===== src/rtl/cache_refill_controller_pkg.sv =====
// Shared types and line-geometry helpers for the data-cache refill controller.
package cache_refill_controller_pkg;

  typedef enum logic [1:0] {
    IDLE,
    WRITEBACK,
    FILL,
    DONE
  } refill_state_t;

  function automatic int line_beats(input int width, input int block_size);
    return block_size / (width / 8);
  endfunction

  function automatic int beat_width(input int beats);
    return (beats > 1) ? $clog2(beats) : 1;
  endfunction

  // Byte-offset bits within a line; invert to get the line-base mask.
  function automatic int unsigned line_mask(input int block_size);
    return block_size - 1;
  endfunction

endpackage


===== src/rtl/cache_refill_controller_if.sv =====
// Beat-level request/acknowledge port between the refill controller and main memory.
interface cache_refill_controller_if #(
  parameter int Width = 32
);

  logic             Mem_Req;
  logic             Mem_WE;
  logic [Width-1:0] Mem_Address;
  logic [Width-1:0] Mem_WData;
  logic             Mem_Ack;
  logic [Width-1:0] Mem_RData;

  modport master (
    output Mem_Req, Mem_WE, Mem_Address, Mem_WData,
    input  Mem_Ack, Mem_RData
  );

  modport slave (
    input  Mem_Req, Mem_WE, Mem_Address, Mem_WData,
    output Mem_Ack, Mem_RData
  );

endinterface


===== src/rtl/cache_refill_controller_line_beat_counter.sv =====
// Beat index within a cache line; shared by the writeback and fill phases, wraps after the last beat.
module cache_refill_controller_line_beat_counter #(
  parameter int Beats     = 4,
  parameter int BeatWidth = 2
) (
  input  logic                 clk,
  input  logic                 reset,
  input  logic                 enable,
  input  logic                 clear,
  output logic [BeatWidth-1:0] beat,
  output logic [BeatWidth-1:0] beat_next,
  output logic                 last
);

  assign last = (beat == BeatWidth'(Beats - 1));

  // beat_next is exported so the registered memory request can be formed a cycle ahead.
  always_comb begin
    beat_next = beat;
    if (clear) begin
      beat_next = '0;
    end else if (enable) begin
      beat_next = last ? '0 : beat + BeatWidth'(1);
    end
  end

  always_ff @(posedge clk) begin
    if (reset) begin
      beat <= '0;
    end else begin
      beat <= beat_next;
    end
  end

endmodule


===== src/rtl/cache_refill_controller.sv =====
// Miss handler for the direct-mapped data cache: writes back a dirty victim, then refills the line
// beat-by-beat from main memory while holding the core stalled.
module cache_refill_controller
  import cache_refill_controller_pkg::*;
#(
  parameter  int Width     = 32,
  parameter  int BlockSize = 16,
  localparam int Beats     = line_beats(Width, BlockSize),
  localparam int BeatWidth = beat_width(Beats)
) (
  input  logic                   clk,
  input  logic                   reset,
  input  logic                   Miss,
  input  logic [Width-1:0]       MissAddress,
  input  logic                   VictimDirty,
  input  logic [Width-1:0]       VictimAddress,
  input  logic [BlockSize*8-1:0] VictimData,
  output logic                   Stall,
  cache_refill_controller_if.master mem,
  output logic                   Fill_EN,
  output logic [BeatWidth-1:0]   Fill_Beat,
  output logic [Width-1:0]       Fill_Data,
  output logic                   Fill_Done
);

  localparam int               BeatBytes  = Width / 8;
  localparam logic [Width-1:0] OffsetMask = Width'(line_mask(BlockSize));

  refill_state_t          state, state_next;
  logic [Width-1:0]       fill_base, fill_base_next;
  logic [Width-1:0]       victim_base, victim_base_next;
  logic [BlockSize*8-1:0] victim_data, victim_data_next;
  logic                   start;
  logic                   beat_en;
  logic                   beat_clear;
  logic                   beat_last;
  logic [BeatWidth-1:0]   beat, beat_next;
  logic                   ack;
  logic                   req_next;
  logic                   we_next;
  logic [Width-1:0]       addr_next;
  logic [Width-1:0]       wdata_next;

  assign ack = mem.Mem_Ack & mem.Mem_Req;

  cache_refill_controller_line_beat_counter #(
    .Beats     (Beats),
    .BeatWidth (BeatWidth)
  ) u_beat_counter (
    .clk       (clk),
    .reset     (reset),
    .enable    (beat_en),
    .clear     (beat_clear),
    .beat      (beat),
    .beat_next (beat_next),
    .last      (beat_last)
  );

  always_comb begin
    state_next = state;
    start      = 1'b0;
    beat_en    = 1'b0;
    beat_clear = 1'b0;
    unique case (state)
      IDLE: begin
        if (Miss) begin
          start      = 1'b1;
          beat_clear = 1'b1;
          state_next = VictimDirty ? WRITEBACK : FILL;
        end
      end
      WRITEBACK: begin
        if (ack) begin
          beat_en = 1'b1;
          if (beat_last) state_next = FILL;
        end
      end
      FILL: begin
        if (ack) begin
          beat_en = 1'b1;
          if (beat_last) state_next = DONE;
        end
      end
      DONE: begin
        state_next = IDLE;
      end
      default: begin
        state_next = IDLE;
      end
    endcase
  end

  // The request registers look at next-cycle values so they are valid the cycle the state is entered.
  always_comb begin
    fill_base_next   = start ? (MissAddress & ~OffsetMask) : fill_base;
    victim_base_next = start ? (VictimAddress & ~OffsetMask) : victim_base;
    victim_data_next = start ? VictimData : victim_data;
    req_next         = (state_next == WRITEBACK) || (state_next == FILL);
    we_next          = (state_next == WRITEBACK);
    addr_next        = '0;
    wdata_next       = '0;
    if (req_next) begin
      addr_next = (we_next ? victim_base_next : fill_base_next)
                + Width'(beat_next) * Width'(BeatBytes);
    end
    if (we_next) begin
      wdata_next = victim_data_next[beat_next*Width +: Width];
    end
  end

  always_ff @(posedge clk) begin
    if (reset) begin
      state           <= IDLE;
      fill_base       <= '0;
      victim_base     <= '0;
      victim_data     <= '0;
      mem.Mem_Req     <= 1'b0;
      mem.Mem_WE      <= 1'b0;
      mem.Mem_Address <= '0;
      mem.Mem_WData   <= '0;
    end else begin
      state           <= state_next;
      fill_base       <= fill_base_next;
      victim_base     <= victim_base_next;
      victim_data     <= victim_data_next;
      mem.Mem_Req     <= req_next;
      mem.Mem_WE      <= we_next;
      mem.Mem_Address <= addr_next;
      mem.Mem_WData   <= wdata_next;
    end
  end

  // Stall is combinational so the core freezes in the very cycle the miss is raised.
  assign Stall     = Miss | (state != IDLE);
  assign Fill_EN   = (state == FILL) & mem.Mem_Ack;
  assign Fill_Beat = beat;
  assign Fill_Data = Fill_EN ? mem.Mem_RData : '0;
  assign Fill_Done = (state == DONE);

endmodule


===== src/flat_wrapper.sv =====
// flat-port wrapper written by rule: the top's interface ports become plain ports
module cache_refill_controller_flat import cache_refill_controller_pkg::*;
#(
  parameter  int Width     = 32,
  parameter  int BlockSize = 16,
  localparam int Beats     = line_beats(Width, BlockSize),
  localparam int BeatWidth = beat_width(Beats)
)
  (clk, reset, Miss, MissAddress, VictimDirty, VictimAddress, VictimData, Stall, Fill_EN, Fill_Beat, Fill_Data, Fill_Done, mem_Mem_Req, mem_Mem_WE, mem_Mem_Address, mem_Mem_WData, mem_Mem_Ack, mem_Mem_RData);
  cache_refill_controller_if #(.Width(Width)) mem_i ();
  input  logic clk;
  input  logic reset;
  input  logic Miss;
  input  logic [Width-1:0] MissAddress;
  input  logic VictimDirty;
  input  logic [Width-1:0] VictimAddress;
  input  logic [BlockSize*8-1:0] VictimData;
  output logic Stall;
  output logic Fill_EN;
  output logic [BeatWidth-1:0] Fill_Beat;
  output logic [Width-1:0] Fill_Data;
  output logic Fill_Done;
  output wire logic [$bits(mem_i.Mem_Req)-1:0] mem_Mem_Req;
  output wire logic [$bits(mem_i.Mem_WE)-1:0] mem_Mem_WE;
  output wire logic [$bits(mem_i.Mem_Address)-1:0] mem_Mem_Address;
  output wire logic [$bits(mem_i.Mem_WData)-1:0] mem_Mem_WData;
  input wire logic [$bits(mem_i.Mem_Ack)-1:0] mem_Mem_Ack;
  input wire logic [$bits(mem_i.Mem_RData)-1:0] mem_Mem_RData;
  assign mem_Mem_Req = mem_i.Mem_Req;
  assign mem_Mem_WE = mem_i.Mem_WE;
  assign mem_Mem_Address = mem_i.Mem_Address;
  assign mem_Mem_WData = mem_i.Mem_WData;
  assign mem_i.Mem_Ack = mem_Mem_Ack;
  assign mem_i.Mem_RData = mem_Mem_RData;
  cache_refill_controller #(.Width(Width), .BlockSize(BlockSize)) u_core (.clk(clk), .reset(reset), .Miss(Miss), .MissAddress(MissAddress), .VictimDirty(VictimDirty), .VictimAddress(VictimAddress), .VictimData(VictimData), .Stall(Stall), .mem(mem_i), .Fill_EN(Fill_EN), .Fill_Beat(Fill_Beat), .Fill_Data(Fill_Data), .Fill_Done(Fill_Done));
endmodule

===== config.mk =====
export PLATFORM = sky130hd
export DESIGN_NAME = cache_refill_controller_flat
export DESIGN_NICKNAME = d
export VERILOG_FILES = /design/src/rtl/cache_refill_controller_pkg.sv /design/src/rtl/cache_refill_controller_if.sv /design/src/rtl/cache_refill_controller_line_beat_counter.sv /design/src/rtl/cache_refill_controller.sv /design/src/flat_wrapper.sv
export SDC_FILE = /design/constraint.sdc
export NUM_CORES = 1
export LEC_CHECK = 0
export BUFFER_PORTS_ARGS = -buffer_cell sky130_fd_sc_hd__clkbuf_2
export CORE_UTILIZATION = 50
export CTS_BUF_LIST = sky130_fd_sc_hd__clkbuf_4
export DETAILED_ROUTE_END_ITERATION = 6
export PLACE_DENSITY = 0.8
export SYNTH_ARGS = -nofsm -noshare
export SYNTH_HDL_FRONTEND = slang
export SYNTH_SLANG_ARGS = --single-unit

===== constraint.sdc =====
create_clock -name clk -period 8.4 [get_ports clk]
set_input_delay 0.42 -clock clk [delete_from_list [all_inputs] [get_ports clk]]
set_output_delay 0.42 -clock clk [all_outputs]
set_load 0.05 [all_outputs]

Word level (Yosys, flattened, before mapping):

Cells that the tools add are included.

* eq/ne operators: 6
* shifts and indexed selects: 1
* bitwise logic cells: 5
* mux-type cells: 19
* reduce and logical (&&, ||, !) cells: 6
* add/sub/neg operators: 2

Operators by type and width (count)
* 128-bit two-way mux: 1
* 32-bit two-way mux: 4
* 128-bit by 8-bit indexed part select with 32-bit output: 1
* 32-bit by 4-bit adder with 32-bit output: 1
* 2-bit two-way mux: 9
* 2-bit == test, second input constant: 4
* 2-bit one-hot mux with 4 select lines: 1
* 2-bit OR reduction: 3
* 2-bit by 1-bit == test with 1-bit output, second input constant: 2
* 1-bit two-way mux: 4
* 2-bit by 1-bit adder with 2-bit output, second input constant: 1
* 1-bit bitwise AND: 2
* 2-bit logical NOT: 1
* 1-bit inverter: 2
* 2-bit nonzero test: 1
* 1-bit logical OR: 1
* 1-bit bitwise OR: 1

* logic and storage cells: 48
* output and inout bits: 103
* register bits: 262
* input bits: 229

Depth between registers and ports, before layout:

Gate-level depths: netlist (run 1).

* depth after elaboration: 8
* mapped depth: 18
* depth with buffers taken out: 15

Cells and area by module:

A second synthesis (run 1) with hierarchy kept.

* cells, all modules: 1091
* area, all modules: 11200.7 um^2

By module, submodules not included
* cache_refill_controller: times used 1, cells an instance 1082, area an instance 11101.9 um^2
* cache_refill_controller_line_beat_counter: times used 1, cells an instance 9, area an instance 98.8 um^2

Worst setup path before layout (run 1):

No wires, ideal clock.

* path kind: reg-to-reg
* start: register u_core.u_beat_counter.beat[0]
* end: register u_core.mem.Mem_Address[31]
* data arrival time: 4.405 ns
* cell stages (with the launch flop): 18
* path slack: 3.925 ns
* path buffers: 3
* clock period less this slack: 4.475 ns
* cell sequence: dfxtp_1 -> ha_1 -> nand3_1 -> o21ai_0 -> nand2_1 -> a21oi_1 -> ha_1 -> buf_2 -> buf_1 -> buf_1 -> mux2_2 -> and2_1 -> ha_1 -> a21oi_1 -> nor3_2 -> nand3_2 -> or4b_1 -> a21oi_1

* word-level cells in the longest chain between the ends: 8

Ends and longest elaborated chain
* from (decl): RTL line cache_refill_controller_line_beat_counter.sv:10 `output logic [BeatWidth-1:0] beat,`
* from (signal assigned): RTL line cache_refill_controller_line_beat_counter.sv:31 `beat <= beat_next;`
* 2-bit == test *: RTL line cache_refill_controller_line_beat_counter.sv:15 `assign last = (beat == BeatWidth'(Beats - 1));`
* 2-bit two-way mux, on equally long branches: RTL line cache_refill_controller.sv:81, cache_refill_controller.sv:75
* 2-bit two-way mux, on equally long branches: RTL line cache_refill_controller.sv:79, cache_refill_controller.sv:73
* 2-bit one-hot mux with 4 select lines *: RTL line cache_refill_controller.sv:64 `unique case (state)`
* via u_core.state_next[0]: RTL line cache_refill_controller.sv:29 `refill_state_t state, state_next;`
* 2-bit by 1-bit == test with 1-bit output *: RTL line cache_refill_controller.sv:99 `we_next = (state_next == WRITEBACK);`
* via u_core.we_next: RTL line cache_refill_controller.sv:40 `logic we_next;`
* branches (longest 3 deep; another with 32-bit by 4-bit adder with 32-bit output)
* to (signal assigned): RTL line cache_refill_controller.sv:128 `mem.Mem_Address <= addr_next;`
* to (decl): RTL line cache_refill_controller_if.sv:14 `output Mem_Req, Mem_WE, Mem_Address, Mem_WData,`

Mark *: on every way through the listed nets, which the timed path passes.
A chain may end at the register's enable or synchronous reset.

Final worst setup path (run 1):

* start: register u_core.state[1]
* end: register u_core.mem.Mem_Address[20]

* word-level cells in the longest chain between the ends: 7

Ends and longest elaborated chain
* from (decl): RTL line cache_refill_controller.sv:29
* from (signal assigned): RTL line cache_refill_controller.sv:122 `state <= state_next;`
* branches (longest 7 deep; another with 32-bit by 4-bit adder with 32-bit output)

Several ways; the timed one is not identified.

==> results of run 1 <==
-- cells in the final DEF (no fill, tap or decap), types with 4 or more instances in the layout --
| cell | n |
|---|---|
| nand4_1 | 7 |
| buf_4 | 9 |
| mux2i_1 | 62 |
| mux4_2 | 10 |
| a21oi_1 | 158 |
| nand3_1 | 13 |
| xor2_1 | 8 |
| diode_2 | 4 |
| inv_1 | 14 |
| and2_1 | 12 |
| ha_1 | 10 |
| mux2_2 | 69 |
| or4_1 | 7 |
| a31oi_1 | 33 |
| clkbuf_4 | 98 |
| xnor2_1 | 6 |
| o31ai_1 | 4 |
| nor3_1 | 9 |
| and3_1 | 38 |
| nor2_1 | 68 |
| o21ai_0 | 38 |
| clkbuf_2 | 322 |
| a211oi_1 | 5 |
| nand2_1 | 359 |
| dfxtp_1 | 262 |
| dlygate4sd3_1 | 138 |
-- per-stage QoR --
stage | cell area, sq um | worst slack, ps
after floorplan | 11300 | 3920
after global placement | 13000 | 3840
after detailed placement | 13000 | 3800
after CTS | 15200 | 3800
after global routing | 15200 | 3480
final | 15200 | 3760
-- registers in the layout, summed over array words and instances, names as in the netlist --
| name | cells |
|---|---|
| u_core.victim_data | 128 |
| u_core.fill_base | 32 |
| u_core.mem.Mem_Address | 32 |
| u_core.mem.Mem_WData | 32 |
| u_core.victim_base | 32 |
| u_core.state | 2 |
| u_core.u_beat_counter.beat | 2 |
| u_core.mem.Mem_Req | 1 |
| u_core.mem.Mem_WE | 1 |
-- path summary, 6_finish.rpt --
kind	slack (ps)	cells past startpoint	endpoint	startpoint
setup / recovery	3760	9	u_core.mem.Mem_Address[20]	u_core.state[1]
setup reg to reg	3760	9	u_core.mem.Mem_Address[20]	u_core.state[1]
hold / removal	50	3	u_core.victim_data[116]	VictimData[116]
hold reg to reg	450	2	u_core.victim_data[60]	u_core.victim_data[60]
-- logic make-up after synthesis --
logic type               synth area share
AND/OR/NAND/NOR                     0.208
flip-flops                          0.464
AO/OA/AOI/OAI                       0.121
multiplexers                        0.144
buffers and inverters              0.0396
XOR/XNOR                           0.0109
adder cells (fa/ha/maj)            0.0128
-- layer usage --
layer | part of all wire | vias to the layer above | routed length, um | GRT usage
li1 | - | 5450 | - | -
met3 | 0.083 | 137 | 2900 | 0.0697
met5 | 0 | - | 0 | 0
met4 | 0.043 | 0 | 1510 | 0.164
met2 | 0.48 | 608 | 16800 | 0.493
met1 | 0.40 | 5323 | 13900 | 0.349
-- power breakdown --
| part | switching, mW | internal, mW | leakage [nW] |
|---|---|---|---|
| logic | 0.507 | 0.286 | 4.11 |
| registers | 0.0530 | 1.35 | 2.14 |
| clock network | 0.510 | 0.594 | 0.504 |
| total | 1.07 | 2.23 | 6.76 |
-- worst max-delay path, cell delays in order (launching register included) --
cell	delay [ps]
dfxtp_1	360
inv_1	130
ha_1	390
and2_4	770
buf_4	760
mux4_2	700
nor3_1	500
nand4_2	310
or4_1	570
nand2_1	70
-- area by class of cell --
class                      instances  area (sq um)
clock inverter                    11           105
fill                            1628          6760
timing repair buffer             470          3070
clock buffer                      98           736
antenna                            4          10.0
sequential                       262          5250
multi-input combinational        958          5630
inverter                          15          56.3
tap                              280           350
==> impl_metrics.py, run 1 <==
metrics = {
    "final_layout": {
        "instances_no_fill": 2098,
        "syn2layout_area_growth_pct": 34.6,
        "fin_util": 0.692,
        "drive_gt1_frac": 0.293,
        "fin_nets": 2016,
    },
    "placement": {
        "place_congestion": 0.861,
        "dp_cells": 1847,
        "dp_hpwl_um": 20000,
        "portBuffers": 323,
    },
    "min_path": {
        "hp-class": "input port to flop",
    },
    "clocking": {
        "htreeDepth": 3,
        "cts_tree": "done",
        "ctsResizeCount": 0,
        "cts_setup_buffers": 0,
        "cts_buffers": 69,
        "cts.sinks": 262,
        "clock_path_buffers": 3,
        "clk_pin_slew_ps": 60,
        "cts_hold_buf": 138,
        "clk_latency_ps": 660,
        "cts-root-buf": "clkbuf_4",
    },
    "logic_synthesis": {
        "syn_inst": 1333,
        "ys_ff_latch": 262,
        "synth_edf_count": 0,
        "syn_nets": 1573,
        "synth_top_area_frac": 0.464,
        "ys_top_cells_by_area": "dfxtp_1 (46%), nand2_1 (12%), a21oi_1 (7.0%), mux2_2 (6.9%), mux2i_1 (5.5%)",
        "yosysTopAreaCell": "dfxtp_1",
        "synthFlopType": "dfxtp_1",
        "yosysWarningCount": 0,
        "netlist_area_sq_um": 11300,
        "avgSynthCellArea_sq_um": 8.47,
        "synth_cell_type_count": 51,
        "synth.most_common_cell": "nand2_1",
        "synth_common_cells": "nand2_1 (359), dfxtp_1 (262), a21oi_1 (158)",
        "synthArstFlopShare": 0,
        "ys_seq_area_frac": 0.464,
    },
    "timing": {
        "timing.hold.ws_ps": 52.6,
        "slew_headroom": 0.353,
        "max_slew.worst_pin.slew_ps": 971,
        "tns_ps": 0,
        "skew_ps": 56.1,
        "min_period_ps": 4640,
        "slew_viol_final": 0,
        "setup_violations": 0,
        "final-hold-violation-count": 0,
        "rsz0062_at_grt": "false",
        "fmax_mhz": 216,
        "period_share": 0.552,
    },
    "routing": {
        "vias_per_cell": 5.49,
        "vias": 11500,
        "wire_per_inst_um": 16.7,
        "ant_nets": 0,
        "totalWireLength_um": 35100,
        "drtPass1Iterations": 7,
        "drcViolationCount": 16,
        "drtIter0Drc": 800,
    },
    "die": {
        "std_cell_rows": 54,
        "ios": 332,
        "start_util": 0.514,
        "die_w_um": 152,
        "chipHeight_um": 152,
        "die_area_sq_um": 23200,
        "coreArea_sq_um": 22000,
    },
    "power_and_ir_drop": {
        "leakagePower_nw": 6.76,
        "worst_ir_drop_vdd_uv": 153,
        "p_per_area_nw_per_um2": 217,
        "total_power_mw": 3.30,
    },
    "status": {
        "status": "finished with violations",
        "violations": "DRC",
    },
    "global_route": {
        "first_global_vias": 11500,
        "antenna_found_initial": 4,
        "grt_pass1_wl_um": 56000,
        "grt_use_total": 0.295,
        "grt-ovfl-total": 0,
        "grt_max_degree": 110,
    },
    "worst_setup_path": {
        "arrival_ps": 5230,
        "cp-end-kind": "flop",
        "startpoint_type": "flop",
        "cp.required_ps": 9000,
        "cp_max_fo": 65,
        "path_class": "flop to flop",
    },
    "flow_run": {
        "maxCapViolCount": 0,
    },
}
(Power assumes the default switching activity.)
==> run 2, diff against run 1 <==
- clock period: 8.4 -> 4.5 ns (I/O delays scaled with it)
==> impl_metrics.py, run 2 (same netlist as run 1, synthesis figures left out) <==
metrics = {
    "timing": {
        "slew_headroom": 0.219,
        "period_share": 0.862,
        "setup_violations": 0,
        "skew_ps": 78.0,
        "final-hold-violation-count": 1,
        "slew_viol_final": 0,
        "tns_ps": 0,
        "max_slew.worst_pin.slew_ps": 1170,
        "fmax_mhz": 258,
        "min_period_ps": 3880,
        "timing.hold.ws_ps": -2.81,
        "rsz0062_at_grt": "false",
    },
    "worst_setup_path": {
        "cp.required_ps": 5100,
        "reg2reg_setup_slack_ps": 620,
        "slowest_delay_ps": 630,
        "path_depth": 13,
        "path_cells": "inv_1 > ha_1 > o21ai_0 > nand2_1 > a21oi_1 > ha_1 > buf_4 > and3_1 > a311oi_1 > nor3b_2 > nand4_1 > or4b_1 > a21oi_1",
        "critPathLaunch": "u_core.state[1]",
        "startpoint_type": "flop",
        "cp_max_fo": 22,
        "r2r-start": "u_core.state[1]",
        "path_class": "flop to flop",
        "critPathBufInv": 2,
        "cp_slowest_cell": "or4b_1",
        "arrival_ps": 4480,
        "cp-end-kind": "flop",
        "reg2reg_to": "u_core.mem.Mem_Address[31]",
        "crit_end": "u_core.mem.Mem_Address[31]",
        "rr_worst_depth": 13,
        "crit_family": "simple AND/OR/NAND/NOR gates",
    },
    "clocking": {
        "cts.sinks": 262,
        "htreeDepth": 3,
        "cts_setup_buffers": 0,
        "clk_latency_ps": 700,
        "clock_path_buffers": 3,
        "cts_tree": "done",
        "cts_buffers": 72,
        "clk_pin_slew_ps": 70,
        "cts-root-buf": "clkbuf_4",
    },
    "die": {
        "chipHeight_um": 152,
        "die_area_sq_um": 23200,
        "die_w_um": 152,
        "start_util": 0.514,
        "ios": 332,
        "coreArea_sq_um": 22000,
        "std_cell_rows": 54,
    },
    "routing": {
        "wire_per_inst_um": 17.3,
        "drtIter0Drc": 861,
        "drtPass1Iterations": 7,
        "vias": 12000,
        "ant_nets": 0,
        "drcViolationCount": 17,
        "totalWireLength_um": 37600,
        "vias_per_cell": 5.51,
    },
    "final_layout": {
        "mostFrequentLayoutCells": "nand2_1 (359), clkbuf_2 (322), dfxtp_1 (262)",
        "fin_util": 0.722,
        "regMostFlops": "u_core.victim_data",
        "syn2layout_area_growth_pct": 40.4,
        "layout_commonest_cell": "nand2_1",
        "nFillCells": 1514,
        "fin_nets": 2072,
        "drive_gt1_frac": 0.292,
        "final_cell_area_sq_um": 15900,
        "largest_register_ffs": 128,
    },
    "power_and_ir_drop": {
        "worst_ir_drop_vdd_uv": 277,
        "p_per_area_nw_per_um2": 408,
        "leakagePower_nw": 7.06,
    },
    "placement": {
        "place_congestion": 0.875,
        "portBuffers": 323,
        "dp_hpwl_um": 20900,
        "placed_area_sq_um": 13000,
    },
    "status": {
        "violations": "DRC, hold timing",
        "status": "finished with violations",
    },
    "global_route": {
        "first_global_vias": 12100,
        "grt_pass1_wl_um": 59700,
        "antenna_found_initial": 3,
        "grt_use_total": 0.317,
        "grt_max_degree": 124,
        "grt-ovfl-total": 0,
    },
    "min_path": {
        "hp-class": "input port to flop",
    },
    "flow_run": {
        "maxCapViolCount": 0,
    },
}
==> run 2: changes by cell type in the layout (fill, tap and decap cells not counted), sizes merged <==
cell         previous run  this run
dlygate4sd3           138       185
clkbuf                420       433
buf                    10        16
clkinv                  6        11
diode                   4         3
inv                    17        18
==> run 2: worst reg2reg max path, cell delays in order, from the launching register on <==
cell	delay [ps]
dfxtp_1	410
inv_1	120
ha_1	260
o21ai_0	180
nand2_1	70
a21oi_1	190
ha_1	340
buf_4	360
and3_1	240
a311oi_1	70
nor3b_2	350
nand4_1	430
or4b_1	640
a21oi_1	160
==> run 2: area by class of cell <==
type | count | area, sq um | share of cell area
Timing Repair Buffer | 523 | 3600 | 0.227
Sequential cell | 262 | 5250 | 0.331
Inverter | 15 | 56.3 | 0.00355
Tap cell | 280 | 350 | 0.0221
Multi-Input combinational cell | 958 | 5630 | 0.355
Antenna cell | 3 | 7.51 | 0.000473
Clock inverter | 17 | 140 | 0.00884
Clock buffer | 111 | 833 | 0.0525
==> run 2: metal layers <==
| metal | wire length [um] | GRT usage | part of all wire | up-vias |
|---|---|---|---|---|
| met5 | 0 | 0 | 0 | - |
| met4 | 1720 | 0.187 | 0.046 | 0 |
| met3 | 2830 | 0.0711 | 0.075 | 159 |
| met2 | 18700 | 0.555 | 0.50 | 650 |
| met1 | 14400 | 0.354 | 0.38 | 5561 |
| li1 | - | - | - | 5581 |
==> run 2: metrics by stage <==
stage | worst slack (ps) | cells | power (mW)
after floorplan | 25.0 | 1333 | 3.64
after global placement | 761 | 1853 | 3.98
after detailed placement | 632 | 1853 | 4.02
after CTS | 621 | 2166 | 6.42
after global routing | 338 | 2169 | 6.74
final | 619 | 2169 | 6.47
==> run 2: worst min-delay path by stage <==
stage / startpoint / to / slack (ps) / depth (start not counted)
detailed placement: u_core.victim_data[52] / u_core.victim_data[52] / 440 / 2
global route: reset / u_core.u_beat_counter.beat[1] / 20 / 2
global placement: u_core.victim_data[1] / u_core.victim_data[1] / 440 / 2
CTS: reset / u_core.state[1] / 1 / 2
floorplan: MissAddress[17] / u_core.fill_base[17] / 360 / 2
finish: reset / u_core.victim_base[5] / -3 / 2
==> run 2: report_power, final <==
part / internal, mW / total, mW / switching [mW]
sequential: 2.52 / 2.63 / 0.104
clock: 1.25 / 2.31 / 1.06
combinational: 0.569 / 1.54 / 0.967
total: 4.34 / 6.47 / 2.13
==> run 2: timing repair <==
item	CTS	global route
hold buffers	185	0
gates resized for setup	0	0
hold endpoints to repair	219	0
==> run 3, diff against run 2 <==
- SYNTH_HIERARCHICAL: unset -> 1
==> impl_metrics.py, run 3 <==
metrics = {
    "min_path": {
        "hp-class": "input port to flop",
        "min_from": "reset",
    },
    "power_and_ir_drop": {
        "p_switching_mw": 2.04,
        "leakagePower_nw": 7.07,
        "pwr-share-clk": 0.344,
        "worst_ir_drop_vdd_uv": 295,
        "p_seq_frac": 0.405,
        "netSwitchingFraction": 0.317,
        "p_per_area_nw_per_um2": 409,
        "pwr-share-comb": 0.251,
        "p_int_mw": 4.39,
    },
    "placement": {
        "dp_hpwl_um": 19800,
        "place_congestion": 0.869,
        "portBuffers": 323,
    },
    "logic_synthesis": {
        "synthMuxAreaShare": 0.264,
        "synth_xor_xnor_area_share": 0.00704,
        "synthArstFlopShare": 0,
        "synthFlopType": "dfxtp_1",
        "ys_ff_latch": 262,
        "synth_common_cells": "dfxtp_1 (262), nor2_1 (217), mux2i_1 (199)",
        "synth_top_area_frac": 0.468,
        "avgSynthCellArea_sq_um": 10.3,
        "ys_top_cells_by_area": "dfxtp_1 (47%), mux2i_1 (18%), mux4_2 (8.0%), nor2_1 (7.3%), nand2_1 (2.0%)",
        "syn_inst": 1091,
        "syn_nets": 1331,
        "synth_top_family_by_area": "multiplexers",
        "synth-compound-area-share": 0.0449,
        "synth-simple-area-share": 0.166,
        "synth.most_common_cell": "dfxtp_1",
        "synth_edf_count": 0,
        "synth_cell_type_count": 54,
        "synth_fa_ha_area_frac": 0.0130,
        "netlist_area_sq_um": 11200,
        "yosysTopAreaCell": "dfxtp_1",
        "yosysWarningCount": 6,
        "ys_seq_area_frac": 0.468,
    },
    "routing": {
        "vias": 10400,
        "drtPass1Iterations": 7,
        "ant_nets": 0,
        "drtIter0Drc": 591,
        "drcViolationCount": 0,
        "wire_per_inst_um": 18.0,
        "totalWireLength_um": 34900,
        "vias_per_cell": 5.37,
    },
    "global_route": {
        "grt_use_total": 0.300,
        "antenna_found_initial": 7,
        "first_global_vias": 10900,
        "grt_pass1_wl_um": 53100,
        "grt_max_degree": 119,
        "grt-ovfl-total": 0,
    },
    "clocking": {
        "clock_path_buffers": 3,
        "cts-root-buf": "clkbuf_4",
        "cts.sinks": 262,
        "htreeDepth": 3,
        "clk_pin_slew_ps": 80,
        "cts_buffers": 70,
        "ctsResizeCount": 0,
        "cts_setup_buffers": 0,
        "cts_tree": "done",
        "clk_latency_ps": 700,
    },
    "die": {
        "coreArea_sq_um": 21900,
        "std_cell_rows": 54,
        "die_area_sq_um": 23000,
        "die_w_um": 152,
        "ios": 332,
        "chipHeight_um": 152,
        "start_util": 0.512,
    },
    "timing": {
        "setup_violations": 0,
        "slew_viol_final": 0,
        "final-hold-violation-count": 0,
        "max_slew.worst_pin.slew_ps": 867,
        "timing.hold.ws_ps": 55.2,
        "period_share": 0.877,
        "skew_ps": 78.2,
        "fmax_mhz": 253,
        "slew_headroom": 0.422,
        "tns_ps": 0,
        "min_period_ps": 3940,
        "rsz0062_at_grt": "false",
    },
    "final_layout": {
        "layout_commonest_cell": "clkbuf_2",
        "fin_nets": 1845,
        "largest_register_ffs": 128,
        "regMostFlops": "u_core/victim_data",
        "syn2layout_area_growth_pct": 40.3,
        "mostFrequentLayoutCells": "clkbuf_2 (322), dfxtp_1 (259), nor2_1 (216)",
        "nFillCells": 1481,
        "drive_gt1_frac": 0.308,
    },
    "worst_setup_path": {
        "arrival_ps": 4530,
        "path_class": "flop to flop",
        "cp.required_ps": 5080,
        "critPathLaunch": "u_core/state[1]",
        "cp_max_fo": 32,
        "r2r-start": "u_core/state[1]",
        "cp-end-kind": "flop",
        "startpoint_type": "flop",
    },
    "flow_run": {
        "maxCapViolCount": 0,
    },
    "status": {
        "status": "complete, no violations",
    },
}
==> run 3: worst paths after layout <==
check                                                  end  slack, ps  cells after the start
worst max-delay path            u_core/mem.Mem_Address[16]        560                     13
worst min-delay path                u_core/victim_data[97]         60                      2
worst max register to register  u_core/mem.Mem_Address[16]        560                     13
worst min register to register       u_core/victim_base[3]        450                      1
==> run 3: area by class of cell <==
type	instances	area [sq um]	share of cell area
well taps	280	350	0.0223
inverters	10	50.0	0.00318
clock buffers	101	758	0.0482
repair buffers	519	3570	0.227
diodes	7	17.5	0.00111
clock inverters	20	163	0.0103
multi-input cells	742	5560	0.354
flip-flops and latches	262	5250	0.334
==> run 3: worst max-delay path: stages, from the launching register on <==
cell and delay (ps):
dfxtp_1 400, inv_1 110, ha_1 250, o21ai_0 210, nand2_1 80, a21oi_1 210
ha_2 260, buf_4 390, nand3_1 120, o211ai_1 160, o2111ai_2 300, or3_1 640
or4_1 590, a21oi_1 170
==> run 3: kinds of logic after synthesis <==
group	Yosys count
AND/OR/NAND/NOR	400
flip-flops	262
multiplexers	245
buffers and inverters	87
AO/OA/AOI/OAI	77
adder cells (fa/ha/maj)	11
XOR/XNOR	9
==> run 3: power by group through the flow <==
stage	Clock (mW)	Combinational, mW	Sequential (mW)
after floorplan	0	0.941	2.78
after global routing	2.39	1.73	2.62
after detailed placement	0	1.42	2.64
after CTS	2.23	1.56	2.59
final	2.21	1.61	2.60
after global placement	0	1.39	2.63
==> run 3: through the flow <==
| step | util | total power [mW] | area, sq um | instances | setup WS [ps] |
|---|---|---|---|---|---|
| 2_1_floorplan | - | 3.72 | 11200 | 1091 | 0.655 |
| 3_3_place_gp | 0.591 | 4.02 | 12900 | 1628 | 657 |
| 3_5_place_dp | 0.591 | 4.06 | 12900 | 1628 | 556 |
| 4_1_cts | 0.717 | 6.38 | 15700 | 1934 | 630 |
| 5_1_grt | 0.718 | 6.74 | 15700 | 1941 | 222 |
| 6_report | 0.718 | 6.42 | 15700 | 1941 | 555 |
==> run 3: repair_timing <==
item	4_1_cts	5_1_grt
hold buffers	185	0
endpoints found under the setup margin	0	0
endpoints found under the hold margin	186	0
==> run 3: routing by layer <==
layer	track usage	vias to the layer above	part of all wire	routed length (um)
met3	0.0775	160	0.067	2340
met4	0.230	0	0.061	2140
met2	0.533	505	0.51	17900
li1	-	4877	-	-
met1	0.298	4890	0.36	12400
met5	0	-	0	0
